===== src/rtl/pipelined_register_file.sv =====
// Register file with write-back forwarding and a busy scoreboard that tracks
// destination registers reserved by in-flight producers.
module pipelined_register_file #(
    parameter int DATA_W   = 32,
    parameter int ADDR_W   = 5,
    parameter bit ZERO_REG = 1'b1,
    parameter bit BYPASS   = 1'b1
) (
    input  logic              clk,
    input  logic              reset,
    input  logic [ADDR_W-1:0] a1,
    input  logic [ADDR_W-1:0] a2,
    output logic [DATA_W-1:0] rd1,
    output logic [DATA_W-1:0] rd2,
    output logic              busy1,
    output logic              busy2,
    input  logic              we3,
    input  logic [ADDR_W-1:0] a3,
    input  logic [DATA_W-1:0] wd3,
    input  logic              rsv_en,
    input  logic [ADDR_W-1:0] rsv_a,
    input  logic              flush,
    output logic [ADDR_W:0]   pending_cnt
);
    localparam int DEPTH = 2 ** ADDR_W;

    logic [DATA_W-1:0] regs_q [DEPTH];
    logic [DATA_W-1:0] regs_d [DEPTH];
    logic [DEPTH-1:0]  busy_q;
    logic [DEPTH-1:0]  busy_d;
    logic [ADDR_W:0]   cnt_q;
    logic [ADDR_W:0]   cnt_d;
    logic              wr_ok;
    logic              rsv_ok;

    assign wr_ok  = we3 && !(ZERO_REG && a3 == '0);
    assign rsv_ok = rsv_en && !(ZERO_REG && rsv_a == '0);

    function automatic logic [DATA_W-1:0] read_data(input logic [ADDR_W-1:0] a);
        logic [DATA_W-1:0] v;
        v = regs_q[a];
        if (BYPASS && we3 && a == a3) v = wd3;
        if (ZERO_REG && a == '0) v = '0;
        return v;
    endfunction

    // A forwarded write frees the register now, unless a new producer claims it.
    function automatic logic read_busy(input logic [ADDR_W-1:0] a);
        logic b;
        b = busy_q[a];
        if (BYPASS && we3 && a == a3 && !(rsv_en && rsv_a == a)) b = 1'b0;
        if (ZERO_REG && a == '0) b = 1'b0;
        return b;
    endfunction

    assign rd1         = read_data(a1);
    assign rd2         = read_data(a2);
    assign busy1       = read_busy(a1);
    assign busy2       = read_busy(a2);
    assign pending_cnt = cnt_q;

    always_comb begin
        regs_d = regs_q;
        if (wr_ok) regs_d[a3] = wd3;
    end

    always_comb begin
        busy_d = busy_q;
        if (we3) busy_d[a3] = 1'b0;
        if (rsv_ok) busy_d[rsv_a] = 1'b1;
        if (flush) busy_d = '0;
    end

    always_comb begin
        cnt_d = '0;
        for (int i = 0; i < DEPTH; i++) begin
            cnt_d = cnt_d + (ADDR_W + 1)'(busy_d[i]);
        end
    end

    always_ff @(posedge clk) begin
        if (reset) begin
            for (int i = 0; i < DEPTH; i++) regs_q[i] <= '0;
            busy_q <= '0;
            cnt_q  <= '0;
        end else begin
            regs_q <= regs_d;
            busy_q <= busy_d;
            cnt_q  <= cnt_d;
        end
    end
endmodule


===== config.mk =====
export PLATFORM = sky130hd
export DESIGN_NAME = pipelined_register_file
export DESIGN_NICKNAME = d
export VERILOG_FILES = /design/src/rtl/pipelined_register_file.sv
export SDC_FILE = /design/constraint.sdc
export NUM_CORES = 2
export LEC_CHECK = 0
export CAP_MARGIN = 30
export CORE_ASPECT_RATIO = 1.1
export CORE_MARGIN = 4
export CORE_UTILIZATION = 35
export CTS_CLUSTER_DIAMETER = 200
export DETAILED_ROUTE_END_ITERATION = 16
export HOLD_SLACK_MARGIN = 0.03
export REMOVE_ABC_BUFFERS = 1
export SETUP_SLACK_MARGIN = 0.1
export SYNTH_ARGS = -nofsm -noshare
export SYNTH_HDL_FRONTEND = slang
export SYNTH_SLANG_ARGS = --single-unit
export TNS_END_PERCENT = 10

===== constraint.sdc =====
create_clock -name clk -period 9 [get_ports clk]
set_clock_uncertainty 0.15 [all_clocks]
set_input_delay 2.7 -clock clk [delete_from_list [all_inputs] [get_ports clk]]
set_output_delay 2.7 -clock clk [all_outputs]
set_load 0.01 [all_outputs]

==> flow_metrics.env <==
export IMPL_outcome="finished, final reports clean"
export IMPL_ys_ff_latch=1062
export IMPL_r2r_cells=15
export IMPL_wire_per_inst_microns=29.41
export IMPL_hold_viol_final=0
export IMPL_core_area_sq_um=158100
export IMPL_place_congestion=0.9419
export IMPL_num_vias=52270
export IMPL_p_leak_nw=20.83
export IMPL_port_buffers=128
export IMPL_setup_viol_count_final=0
export IMPL_start_util_pct=35.21
export IMPL_syn_cell_area_sq_um=55680
export IMPL_path_class="in2out"
export IMPL_finalPower_mw=10.56
export IMPL_setup_ws_ps=282.4
export IMPL_fin_crit_sh_pct=96.86
export IMPL_hold_buffers=0
export IMPL_dpl_cell_area_sq_um=59640
export IMPL_die_area_sq_um=165500
export IMPL_cts_buffers=108
export IMPL_power_density_nw_per_um2=167.1
export IMPL_track_usage_pct=28.76
export IMPL_fin_nets=6320
export IMPL_setup_tns_final_ps=0
export IMPL_r2r_end="pending_cnt[4]"
export IMPL_slew_headroom_pct=18.59
export IMPL_ir_worst_vdd_mv=0.1704
export IMPL_areaGrowthSynthToFinish_pct=13.52
export IMPL_rsz0062_at_grt="no"
export IMPL_reg2reg_from="busy_q[23]"
export IMPL_ant_nets=0
export IMPL_ys_types=71
export IMPL_fmax_ghz=0.1147
export IMPL_cts_tree="built"
export IMPL_drv_cap=0
export IMPL_async_flop_share_pct=0
export IMPL_first_pass_iters=8
export IMPL_grt_pass1_wl_microns=350700
export IMPL_rows=153
export IMPL_grt_max_degree=219
export IMPL_design_area_sq_um=63210
export IMPL_die_h_microns=426.3
export IMPL_ctsHtreeMaxLevel=3
export IMPL_postSynthAreaPerCell_sq_um=8.777
export IMPL_dpl_hpwl_microns=149200
export IMPL_worstMarginPinSlew_ps=1221
export IMPL_worstHoldStart="regs_q[688]"
export IMPL_dpl_worst_slack_ps=184.9
export IMPL_min_period_ps=8718
export IMPL_die_w_microns=388.3
export IMPL_fillerInstances=15660
export IMPL_post_cts_resized=0
export IMPL_antenna_found_initial=17
export IMPL_clock_sinks=1062
export IMPL_drt_total_wl_microns=247700
export IMPL_synth_edf_count=0
export IMPL_cp_end_kind="output port"
export IMPL_ioPinCount=129
export IMPL_vias_per_cell=6.208
export IMPL_drt_iter0_drc=8120
export IMPL_ff2ff_setup_slack_ps=3680
export IMPL_clockBufferDepth=3
export IMPL_critPathRequiredTime_ps=6150
export IMPL_hp_class="reg2reg"
export IMPL_post_cts_buffers=0
export IMPL_worstPathArrival_ps=5870
export IMPL_cp_start_kind="input pin"
export IMPL_min_to="regs_q[688]"
export IMPL_worstHoldPathCells=2
export IMPL_postSynth_topFlopCell="dfxtp_1"
export IMPL_crit_path_max_fanout=17
export IMPL_insertion_delay_ps=730
export IMPL_yosysWarnings=0
export IMPL_drc=0
export IMPL_syn_instance_count=6344
export IMPL_grt_overflow=0
export IMPL_drv_slew=0
export IMPL_grt_pass1_vias=49140
export IMPL_cts_root_buf="clkbuf_16"
export IMPL_drive_above_1_share_pct=16.64
export IMPL_clk_pin_slew_worst_paths_ps=60
export IMPL_ys_seq_area_share_pct=38.18
export IMPL_hold_slack_ps=316.5
-- worst max-delay path: stages --
cell and delay (ps):
clkdlybuf4s50_1 600, buf_4 270, xnor2_1 100, nand4_1 160, buf_4 150, o21ai_2 80
buf_4 210, nor3_1 720, a221o_1 300, clkdlybuf4s50_1 560
-- synthesized netlist by cell type (47+ instances only) --
| cell | n | area (sq um) |
|---|---|---|
| o22ai_1 | 69 | 431.7 |
| mux4_2 | 418 | 9414 |
| a221oi_1 | 47 | 411.6 |
| nor3_1 | 61 | 305.3 |
| nor2b_1 | 65 | 406.6 |
| dfxtp_1 | 1062 | 21260 |
| a21oi_1 | 1048 | 5245 |
| nand2_1 | 2058 | 7725 |
| clkbuf_1 | 465 | 1745 |
| mux2i_1 | 235 | 2352 |
| nor2_1 | 102 | 382.9 |
| a22oi_1 | 91 | 683.2 |
| buf_2 | 86 | 430.4 |
-- worst max path at each step --
stage | slack [ps] | cells past startpoint | start | to
6_report | 280 | 10 | a3[4] | rd1[9]
5_1_grt | 280 | 9 | a1[1] | rd1[11]
4_1_cts | 430 | 9 | a1[1] | rd1[11]
3_5_place_dp | 180 | 21 | a3[4] | pending_cnt[4]
3_3_place_gp | 90 | 18 | a3[3] | pending_cnt[4]
2_1_floorplan | 690 | 18 | a3[3] | pending_cnt[4]
-- cell families (layout without fill, tap and decap cells) --
group                    Yosys count  in the layout  synth area share (%)
multiplexers                     672            672                 21.87
AND/OR/NAND/NOR                 2397           2397                 17.27
other                              0             12                     0
buffers and inverters            698            670                 6.193
adder cells (fa/ha/maj)           31             31                 1.020
AO/OA/AOI/OAI                   1462           1462                 15.11
XOR/XNOR                          22             22                0.3595
flip-flops                      1062           1062                 38.18
-- report_power, final --
part           leakage (nW)  switching, mW  internal [mW]
Clock                  1.75           2.07           2.55
Combinational          10.5          0.789          0.398
Sequential             8.56         0.0246           4.73
Total                  20.8           2.88           7.68
-- metal layers --
layer / routed length (microns) / vias to the layer above / GRT usage, % / share of wire [%]
met5: 95 / - / 0.1760 / 0.038
met4: 18280 / 10 / 18.27 / 7.4
met3: 31640 / 963 / 8.577 / 13
met2: 106900 / 3783 / 43.65 / 43
met1: 90740 / 25530 / 35.74 / 37
li1: - / 21990 / - / -
-- cell type report --
cell class,count,area (sq um),area share (%)
multi-input cells,4584,31350,49.60
flip-flops and latches,1062,21260,33.64
repair buffers,450,4320,6.835
clock buffers,151,3107,4.915
well taps,2092,2618,4.141
clock inverters,43,426.7,0.6750
inverters,26,97.59,0.1544
diodes,12,30.03,0.04751
-- stage by stage --
stage                     utilization (%)  instances
after floorplan                         -       5672
after CTS                           39.95       8408
final                               39.97       8420
after detailed placement            37.72       8214
after global placement              37.68       8211
after global routing                39.95       8408
-- layout by cell type, fill, tap and decap left out, types with 25 or more instances in the layout --
cell | netlist | final
a211oi_1 | 37 | 37
a21oi_1 | 1048 | 1048
a221o_1 | 46 | 46
a221oi_1 | 47 | 47
a22oi_1 | 91 | 91
buf_12 | 12 | 47
buf_4 | 33 | 275
clkbuf_16 | 0 | 110
clkdlybuf4s50_1 | 0 | 117
clkinv_2 | 0 | 29
dfxtp_1 | 1062 | 1062
mux2i_1 | 235 | 235
mux4_2 | 418 | 418
nand2_1 | 2058 | 2027
nand2_2 | 1 | 32
nor2_1 | 102 | 68
nor2_4 | 0 | 33
nor2b_1 | 65 | 61
nor3_1 | 61 | 61
o21ai_0 | 46 | 45
o22ai_1 | 69 | 69
or2_2 | 25 | 25
-- flip-flops by register name, indices dropped and copies added (netlist names) --
name / count
regs_q: 1024
busy_q: 32
pending_cnt: 6
(Power assumes the default switching activity.)
